File: src/rtl/hazard_unit_pkg.sv
`default_nettype none
// ============================================================================
//  Module   : hazard_unit_pkg
//  Purpose  : Shared pipeline definitions for the hazard unit: FSM state
//             encoding, default double-precision FP EX latency, and the
//             register-index width.
//  Ports    : none (package)
//  Revision : 1.0  initial release
// ============================================================================
package hazard_unit_pkg;

   localparam int REGW                = 5;
   localparam int FP_DBL_LAT_DEFAULT  = 3;

   typedef enum logic [0:0] {
      IDLE    = 1'b0,
      FP_WAIT = 1'b1
   } hu_state_t;

endpackage : hazard_unit_pkg
`default_nettype wire

File: src/rtl/sat_counter16.sv
`default_nettype none
// ============================================================================
//  Module   : sat_counter16
//  Purpose  : 16-bit up-counter with enable that sticks at 16'hFFFF.
//  Ports    : clk   - clock
//             rst   - asynchronous active-high reset (clears count)
//             en    - count enable, one increment per rising edge
//             count - current count value
//  Revision : 1.0  initial release
// ============================================================================
module sat_counter16 (
   input  logic        clk,
   input  logic        rst,
   input  logic        en,
   output logic [15:0] count
);

   localparam logic [15:0] c_MAX = 16'hFFFF;

   always_ff @(posedge clk or posedge rst) begin
      if (rst) begin
         count <= 16'h0000;
      end else if (en && (count != c_MAX)) begin
         count <= count + 16'h0001;
      end
   end

endmodule : sat_counter16
`default_nettype wire

File: src/rtl/hazard_unit.sv
`default_nettype none
// ============================================================================
//  Module   : hazard_unit
//  Purpose  : Pipeline hazard detection. Stalls ID for one cycle on a
//             load-use dependency, holds ID for FP_DBL_LAT-1 cycles behind a
//             double-precision FP op in EX, and squashes IF/ID on taken
//             branches/jumps when not stalled.
//  Ports    : clk, rst            - clock, asynchronous active-high reset
//             id_rs, id_rt        - source register fields of ID instruction
//             id_rt_is_src        - ID instruction reads rt
//             ex_mem_read, ex_dst - load indicator / destination of EX instr
//             ex_floatop,ex_double- EX instruction is a double FP op
//             branch_taken, jump  - control transfer resolved in ID
//             Stall               - bubble request to control unit
//             PCWrite, IFIDWrite  - PC / IF-ID write enables
//             IFIDFlush           - squash fetched instruction
//             fp_busy             - double FP op occupying EX
//             stall_count         - saturating stalled-cycle count
//  Revision : 1.0  initial release
// ============================================================================
module hazard_unit
   import hazard_unit_pkg::*;
#(
   parameter int FP_DBL_LAT = FP_DBL_LAT_DEFAULT
) (
   input  logic            clk,
   input  logic            rst,
   input  logic [REGW-1:0] id_rs,
   input  logic [REGW-1:0] id_rt,
   input  logic            id_rt_is_src,
   input  logic            ex_mem_read,
   input  logic [REGW-1:0] ex_dst,
   input  logic            ex_floatop,
   input  logic            ex_double,
   input  logic            branch_taken,
   input  logic            jump,
   output logic            Stall,
   output logic            PCWrite,
   output logic            IFIDWrite,
   output logic            IFIDFlush,
   output logic            fp_busy,
   output logic [15:0]     stall_count
);

   // Counter preload: FP_DBL_LAT-2 down to 0 inclusive = FP_DBL_LAT-1 stalls.
   localparam logic [3:0] c_FP_LOAD = 4'(FP_DBL_LAT - 2);

   hu_state_t  r_state;
   logic [3:0] r_fp_cnt;

   logic w_idle;
   logic w_load_use;
   logic w_fp_trig;

   assign w_idle = (r_state == IDLE);

   // Writes to r0 never create a dependency.
   assign w_load_use = w_idle && ex_mem_read && (ex_dst != '0) &&
                       ((ex_dst == id_rs) || (id_rt_is_src && (ex_dst == id_rt)));

   // Loads/stores of doubles go through the load-use path, not the FP wait.
   assign w_fp_trig  = w_idle && ex_floatop && ex_double && !ex_mem_read;

   assign Stall      = !w_idle || w_load_use;
   assign PCWrite    = !Stall;
   assign IFIDWrite  = !Stall;
   // A flush during a stall is dropped; the branch re-resolves once ID moves.
   assign IFIDFlush  = (branch_taken || jump) && !Stall;

   always_ff @(posedge clk or posedge rst) begin
      if (rst) begin
         r_state  <= IDLE;
         r_fp_cnt <= 4'd0;
         fp_busy  <= 1'b0;
      end else begin
         case (r_state)
            IDLE: begin
               if (w_fp_trig) begin
                  r_state  <= FP_WAIT;
                  r_fp_cnt <= c_FP_LOAD;
                  fp_busy  <= 1'b1;
               end
            end
            FP_WAIT: begin
               if (r_fp_cnt == 4'd0) begin
                  r_state <= IDLE;
                  fp_busy <= 1'b0;
               end else begin
                  r_fp_cnt <= r_fp_cnt - 4'd1;
               end
            end
            default: begin
               r_state  <= IDLE;
               r_fp_cnt <= 4'd0;
               fp_busy  <= 1'b0;
            end
         endcase
      end
   end

   sat_counter16 u_stall_cnt (
      .clk   (clk),
      .rst   (rst),
      .en    (Stall),
      .count (stall_count)
   );

endmodule : hazard_unit
`default_nettype wire

File: config.mk
export PLATFORM = sky130hd
export DESIGN_NAME = hazard_unit
export DESIGN_NICKNAME = d
export VERILOG_FILES = /design/src/rtl/hazard_unit_pkg.sv /design/src/rtl/sat_counter16.sv /design/src/rtl/hazard_unit.sv
export SDC_FILE = /design/constraint.sdc
export NUM_CORES = 1
export LEC_CHECK = 0
export CORE_UTILIZATION = 48
export DETAILED_ROUTE_END_ITERATION = 10
export GPL_ROUTABILITY_DRIVEN = 0
export GPL_TIMING_DRIVEN = 0
export PLACE_DENSITY_LB_ADDON = 0.1
export SYNTH_ARGS = -nofsm -noshare
export SYNTH_HDL_FRONTEND = slang
export SYNTH_SLANG_ARGS = --single-unit
File: constraint.sdc
create_clock -name clk -period 4.9 [get_ports clk]
set_input_delay 0.735 -clock clk [delete_from_list [all_inputs] [get_ports clk]]
set_output_delay 0.735 -clock clk [all_outputs]
set_load 0.02 [all_outputs]
; ---- Word level (Yosys, flattened, before mapping)
; Index checks and enable logic that the tools add are counted.
[word_totals]
latchBits = 0
register_bits = 22
memories = 0
mem_bits_ro = 0
output_inout_bits = 21
ramBits = 0
[op_classes]
div = 0
n_addsub = 2
n_shift = 0
n_eq_ne = 6
order_cmp = 0
n_mux = 9
bitwise = 1
mul = 0
reduce_logical = 18
[op_table]
columns = op, count
row1 = adder 16 x 1 -> 16 bit (second input constant), 1
row2 = inequality test 16 bit (second input constant), 1
row3 = == test 5 bit, 2
row4 = logical AND 1 bit, 9
row5 = two-way mux 4 bit, 2
row6 = one-hot mux 4 bit (2 select lines), 1
row7 = nonzero test 5 bit, 1
row8 = zero test 4 bit, 1
row9 = two-way mux 1 bit, 4
row10 = inequality test 2 x 1 -> 1 bit (second input constant), 2
row11 = one-hot mux 1 bit (2 select lines), 2
row12 = AND reduction 2 bit, 2
row13 = subtractor 4 x 1 -> 4 bit (second input constant), 1
row14 = logical OR 1 bit, 3
row15 = zero test 1 bit, 2
row16 = inequality test 2 bit (second input constant), 1
row17 = inverter 1 bit, 1

; ---- Logic depth before layout (Yosys ltp)
; Gate-level depths: netlist of the first run.
[logic_depth]
ltp_word = 7
mapped_depth = 7
mapped_depth_nobuf = 7

; ---- By module
; From an unflattened synthesis of the first run, not the netlist that was laid out.
[unflattened]
cells_unflattened = 124
hier_area_um2 = 1266.2
[modules_own_cells]
columns = mod, seq_area_each_um2, area_each_um2, cells_each, instances
row1 = sat_counter16, 400.4, 805.8, 71, 1
row2 = hazard_unit, 150.1, 460.4, 53, 1

; ---- Worst setup path after synthesis of the first run
; Ideal clock, no wire load.
[synth_timing]
path_kind = input -> output
start = input port ex_dst[0]
end = output port IFIDFlush
cell_stages = 6
path_slack_ns = 1.837
arrival_time_ns = 2.328
t_required_ns = 4.165
cell_sequence = or4_1 > o21a_1 > a21oi_4 > buf_6 > inv_1 > nor2_1
[synth_via]
elab_chain_len = 7
elab_cells_between_ends = 10
classes_between = 2 x eq/ne / 8 x reduce/logical
[synth_lines]
columns = item, line
row1 = from (decl), hazard_unit.sv:32  ; input logic [REGW-1:0] ex_dst,
row2 = == test 5 bit, hazard_unit.sv:59  ; ((ex_dst == id_rs) || (id_rt_is_src && (ex_dst == id_rt)));
row3 = logical AND 1 bit, hazard_unit.sv:59
row4 = logical OR 1 bit, hazard_unit.sv:59
row5 = logical AND 1 bit (*), hazard_unit.sv:58  ; assign w_load_use = w_idle && ex_mem_read && (ex_dst != '0) &&
row6 = logical OR 1 bit (*), hazard_unit.sv:64  ; assign Stall = !w_idle || w_load_use;
row7 = zero test 1 bit (*), -
row8 = named net IFIDWrite, hazard_unit.sv:39  ; output logic IFIDWrite,
row9 = logical AND 1 bit (*), hazard_unit.sv:68  ; assign IFIDFlush = (branch_taken || jump) && !Stall;
row10 = to (decl), hazard_unit.sv:40  ; output logic IFIDFlush,
; Mark *: on every way through the listed nets, which the timed path passes. The rest lies on a longest branch.

; ---- Final worst setup path of the first run
[layout_timing]
start = input port ex_dst[0]
end = output port IFIDFlush
[layout_via]
elab_chain_len = 7
elab_cells_between_ends = 10
classes_between = 2 x eq/ne / 8 x reduce/logical
[layout_lines]
columns = item, line
row1 = == test 5 bit, hazard_unit.sv:59
row2 = logical AND 1 bit, hazard_unit.sv:59
row3 = logical OR 1 bit, hazard_unit.sv:59
row4 = logical AND 1 bit (*), hazard_unit.sv:58
row5 = logical OR 1 bit (*), hazard_unit.sv:64
row6 = zero test 1 bit (*), hazard_unit.sv:68
row7 = logical AND 1 bit (*), hazard_unit.sv:68
; Mark *: on every way between the ends. The rest lies on a longest branch, timed or not.

==> summary.md, run 1 <==
| Metric | Value |
|---|---|
| Outcome | `finished, final reports clean` |
| GR Util All Layers | `0.222` |
| I/O Pins | `44` |
| Post-synth net total | `155` |
| Fin util | `0.720` |
| Clock Path Buffers | `2` |
| Worst Max-Slew Pin Slew | `828 ps` |
| Top-area cell type share of the netlist area | `0.442` |
| Most common cell after layout, fill and taps aside | `clkdlybuf4s50_1` |
| Synth Instances | `129` |
| Pin count of the biggest net entering global routing | `23` |
| CTS buffer count | `3` |
| IO buf count | `43` |
| Syn-to-layout area delta | `41.8%` |
| RSZ-0062 raised after global routing | `no` |
| Antenna violations before repair | `0` |
| Main synth FF type | `dfrtp_1` |
| Resized Gates After CTS | `0` |
| CP Capture Type | `output port` |
| Crit share post-route | `0.809` |
| CP peak stage delay | `610 ps` |
| Yosys top cell by area | `dfrtp_1` |
| Mean post-synth cell area | `9.66 um^2` |
| Die outline area | `2800 um^2` |
| Asr flop ratio synth | `1.00` |
| Final setup TNS | `0 ps` |
| Clock Pin Slew Worst Setup and Hold Paths | `120 ps` |
| Worst skew pair latency | `320 ps` |
| Grt ovf | `0` |
| Mapped cell area | `1250 um^2` |
| CP Buf/Inv Count | `4` |
| Final setup viols | `0` |
| ANT cells | `0` |
| Fin. Hold Viols | `0` |
| Vias | `1106` |
| VDD IR max | `0.508 mV` |
| Synthesized flop and latch total | `22` |
| Root Driver | `clkbuf_4` |
| Post-DR wirelength/cell | `13.1 um` |
| Nets | `203` |
| Fin crit period | `3960 ps` |
| Ys Warns | `0` |
| Family with the most delay on the worst path | `buffers and inverters` |
| Area contributors post-synth | `dfrtp_1 (44%), xnor2_1 (9.1%), xor2_1 (8.4%)` |
| Hold Crit Class | `reg -> reg` |
| CTS Sinks | `22` |
| Via density | `5.37` |
| Global-route wire length before repair | `4470 um` |
| DRT iter0 DRCs | `15` |
| # Post-CTS Setup Buffers | `0` |
| Die Wd | `53.0 um` |
| # rows | `18` |
| CP Class | `in -> out` |
| Startpoint types | `primary input` |
| Max Cap Viol | `0` |
| Post-CTS Hold Fix Bufs | `0` |
| Unique masters post-synth | `31` |
| Cell count along the critical path | `8` |
| Most frequent CP cell | `clkdlybuf4s50_1` |
| # DRC | `0` |
| Worst Path Arrival | `3230 ps` |
| TritonCTS clock tree | `yes` |
| Critical-path cell list | `clkdlybuf4s50_1, or4_1, o21a_1, a21oi_4, buf_6, inv_1, nor2_1, clkdlybuf4s50_1` |
| Post-DP HPWL | `2060 um` |
| Number of synthesized flops with an enable pin | `0` |
| Worst-path maximum fanout | `11` |
| CP max stage cell | `clkdlybuf4s50_1` |
| Final wirelength | `2700 um` |
| Max Clock Freq | `252 MHz` |
| Antenna-violating nets left | `0` |
| Most frequent cells in the layout | `clkdlybuf4s50_1 (43), dfrtp_1 (22), nand2_1 (13), xnor2_1 (13)` |
| Worst-case reg-to-reg path depth | `7` |
| Fin Clk Skew | `2.15 ps` |
| FF-to-FF setup slack | `2690 ps` |
| Die Ht | `53.0 um` |
| Vias in the first global route | `1055` |
| PD cells | `474 nW/um^2` |
| Leak pwr | `0.765 nW` |
| Share of cells above drive strength 1 | `0.0625` |
| Slew headroom | `0.448` |
| Sequential share of the synthesized area | `0.442` |
| H-tree depth | `1` |
| Worst EP required | `4160 ps` |
| Hold depth | `2` |
| Fin. max-slew vios | `0` |
| Starting Density | `0.508` |
| CORE AREA | `2450 um^2` |
| Drt first pass iters | `4` |
through the flow:
stage          instance area [um^2]  cells  power [mW]  setup slack [ps]  hold slack (ps)
2_1_floorplan                  1250    129       0.532              1840              461
3_3_place_gp                   1710    202       0.685               948              464
3_5_place_dp                   1710    202       0.702               921              468
4_1_cts                        1770    206       0.846               924              498
5_1_grt                        1770    206       0.888               867              524
6_report                       1770    206       0.838               937              491
synth_stat cells (all sizes together), types with 2 or more instances:
library cell	count
a21oi	2
and3	2
buf	2
dfrtp	22
ha	3
inv	7
mux2	2
nand2	13
nand3	12
nand4	3
nor2	11
nor3	9
nor4	3
o21ai	3
or3	2
xnor2	13
xor2	12
metal layers:
layer / share of wire / GRT usage / vias to the layer above
met5: 0 / 0 / -
met4: 0.020 / 0.0921 / 0
met3: 0.043 / 0.0287 / 5
met2: 0.50 / 0.409 / 27
met1: 0.44 / 0.253 / 537
li1: - / - / 537
area by class of cell:
type	count	area [um^2]
plain buffers	2	18.8
clock buffers	3	22.5
clock inverters	1	30.0
fillers	186	688
inverters	7	26.3
multi-input cells	98	651
flip-flops and latches	22	551
well taps	30	37.5
repair buffers	43	430
logic make-up (layout without fill, tap and decap cells):
family          count (synthesis)  in the layout  synth area share
buf+inv                         9             56            0.0362
mux                             2              2            0.0211
simple gates                   60             60             0.246
fa+ha+maj                       3              3            0.0301
flops                          22             22             0.442
compound gates                  8              8            0.0492
xor+xnor                       25             25             0.176
sequential cells by signal, indices dropped and copies added (netlist names):
| signal | flops |
|---|---|
| u_stall_cnt.count | 16 |
| r_state | 1 |
| r_fp_cnt | 4 |
| fp_busy | 1 |
worst register-to-register path: cells and delay by family (launching register included):
family | cells | cell delay, ps
adder cells (fa/ha/maj) | 1 | 190
buffers and inverters | 1 | 70
AND/OR/NAND/NOR | 4 | 1100
flip-flops | 1 | 430
multiplexers | 1 | 320
worst paths after layout:
check,from,end
max,ex_dst[0],IFIDFlush
min,fp_busy,fp_busy
max reg2reg,u_stall_cnt.count[0],u_stall_cnt.count[1]
min reg2reg,fp_busy,fp_busy
max in group asynchronous,rst,u_stall_cnt.count[7]
min in group asynchronous,rst,u_stall_cnt.count[2]
power by group:
part	leakage, nW	internal, mW	switching, mW
clock	0.0279	0.0828	0.0576
combinational	0.461	0.195	0.205
sequential	0.275	0.238	0.0603
total	0.765	0.515	0.323
Power figures use the tool's default switching activity.
==> run 2, diff against run 1 <==
--- a/config.mk
+++ b/config.mk
@@ -5,7 +5,7 @@
 export SDC_FILE = /design/constraint.sdc
 export NUM_CORES = 1
 export LEC_CHECK = 0
-export CORE_UTILIZATION = 48
+export CORE_UTILIZATION = 40
 export DETAILED_ROUTE_END_ITERATION = 10
 export GPL_ROUTABILITY_DRIVEN = 0
 export GPL_TIMING_DRIVEN = 0
==> constraint.sdc (replaced) <==
create_clock -name clk -period 3.6 [get_ports clk]
set_input_delay 0.54 -clock clk [delete_from_list [all_inputs] [get_ports clk]]
set_output_delay 0.54 -clock clk [all_outputs]
set_load 0.02 [all_outputs]
==> run 2 against run 1 <==
- die area is 19% higher
- largest cell class unchanged
- clock-buffer cell count stayed put
- first-iteration DRC count is 67% higher
- sequential power is 36% higher
- critical endpoint unchanged
- combinational power is 40% higher
- the flow now finishes with violations (DRC)
==> summary.md, run 2 (synthesis gave the netlist of run 1 again) <==
| Metric | Value |
|---|---|
| Hold depth | `2` |
| Slew headroom | `0.443` |
| Drt first pass iters | `7` |
| Clock Path Buffers | `2` |
| Global-route wire length before repair | `4710 um` |
| Via density | `5.18` |
| Max reg flops | `16` |
| Die outline area | `3340 um^2` |
| Worst skew pair latency | `310 ps` |
| Post-DR wirelength/cell | `13.0 um` |
| Crit share post-route | `0.964` |
| CTS buffer count | `3` |
| Max Cap Viol | `0` |
| H-tree depth | `1` |
| Fin. Hold Viols | `0` |
| Register area | `551 um^2` |
| Starting Density | `0.437` |
| Final setup viols | `0` |
| IO buf count | `43` |
| Most common cell after layout, fill and taps aside | `clkdlybuf4s50_1` |
| Pin count of the biggest net entering global routing | `23` |
| Min Hold Slack | `501 ps` |
| DR top layer | `met4` |
| Most frequent cells in the layout | `clkdlybuf4s50_1 (43), dfrtp_1 (22), nand2_1 (13), xnor2_1 (13)` |
| VDD IR max | `0.493 mV` |
| Worst-case reg-to-reg path depth | `7` |
| Met3 wire length | `135 um` |
| Sink of the worst hold path | `fp_busy` |
| Leak pwr | `0.779 nW` |
| CORE AREA | `2850 um^2` |
| DRT iter0 DRCs | `25` |
| Post-DP HPWL | `2050 um` |
| Layout filler cell count | `253` |
| CTS Sinks | `22` |
| Vias | `1088` |
| Nets | `206` |
| Share of cells above drive strength 1 | `0.0782` |
| I/O Pins | `44` |
| Failing checks | `DRC` |
| Most flops, register | `u_stall_cnt.count` |
| Die Ht | `57.8 um` |
| Die Wd | `57.8 um` |
| CP Capture Type | `output port` |
| Antenna violations before repair | `0` |
| Fin util | `0.628` |
| Worst Setup SP | `ex_dst[0]` |
| Outcome | `finished, violations left` |
| Vias in the first global route | `1063` |
| M1 WL | `1270 um` |
| Worst EP required | `3060 ps` |
| Fin. max-slew vios | `0` |
| TritonCTS clock tree | `yes` |
| GR Util All Layers | `0.185` |
| Grt ovf | `0` |
| Clock Pin Slew Worst Setup and Hold Paths | `120 ps` |
| Hold_sp | `fp_busy` |
| Antenna-violating nets left | `0` |
| Fin crit period | `3470 ps` |
| CP Class | `in -> out` |
| RSZ-0062 raised after global routing | `no` |
| ANT cells | `0` |
| Final wirelength | `2730 um` |
| # DRC | `3` |
| Startpoint types | `primary input` |
| Top Registers | `u_stall_cnt.count x16, r_fp_cnt x4` |
| Reg2reg start | `u_stall_cnt.count[0]` |
| Post-CTS Hold Fix Bufs | `0` |
| Max Clock Freq | `288 MHz` |
| Final setup TNS | `0 ps` |
| Reg-to-Reg End | `u_stall_cnt.count[1]` |
| # rows | `19` |
| Hold Crit Class | `reg -> reg` |
| Fin Clk Skew | `9.66 ps` |
| PD cells | `644 nW/um^2` |
| Root Driver | `clkbuf_4` |
| Total power | `1.15 mW` |
| Met2 routed WL | `1300 um` |
| Worst Max-Slew Pin Slew | `835 ps` |
| Multi-input gate area | `651 um^2` |
| FF-to-FF setup slack | `1360 ps` |
| Worst Path Arrival | `2930 ps` |
| Worst-path maximum fanout | `11` |
| Syn-to-layout area delta | `43.7%` |
-- run 2: worst max path at each step --
stage | endpoint | depth (start not counted)
2_1_floorplan | IFIDFlush | 6
3_3_place_gp | IFIDFlush | 8
3_5_place_dp | IFIDFlush | 8
4_1_cts | IFIDFlush | 8
5_1_grt | IFIDFlush | 8
6_report | IFIDFlush | 8
-- run 2: repair_timing --
item                       in CTS  in global routing
pin swaps                       1                  1
setup endpoints to repair       1                  1
gates resized for setup         0                  0
buffers inserted                0                  3
-- run 2: cell type report --
type | count | share of cell area
multi-input cells | 98 | 0.363
clock buffers | 3 | 0.0126
clock inverters | 1 | 0.0168
well taps | 31 | 0.0217
inverters | 7 | 0.0147
plain buffers | 2 | 0.0105
flip-flops and latches | 22 | 0.307
repair buffers | 46 | 0.253
-- run 2: worst max-delay path, cell delays in order --
cell and delay, ps:
clkdlybuf4s50_1 470, or4_1 550, o21a_1 210, a21oi_4 210
buf_6 180, inv_1 60, nor2_1 100, clkdlybuf4s50_1 610
-- run 2: through the flow --
stage | cells | instance area, um^2 | setup WS [ps]
2_1_floorplan | 129 | 1250 | 927
3_3_place_gp | 203 | 1720 | 22.4
3_5_place_dp | 203 | 1720 | -4.45
4_1_cts | 207 | 1770 | 17.9
5_1_grt | 210 | 1790 | 34.4
6_report | 210 | 1790 | 130
-- run 2: power breakdown --
group,internal (mW),leakage (nW),switching [mW]
registers,0.324,0.275,0.0799
clock network,0.113,0.0279,0.0773
logic,0.284,0.475,0.276
-- run 2: metal layers --
layer / up-vias / global-route usage
li1: 544 / -
met1: 511 / 0.222
met2: 31 / 0.317
met3: 2 / 0.0491
met4: 0 / 0.0714
met5: - / 0
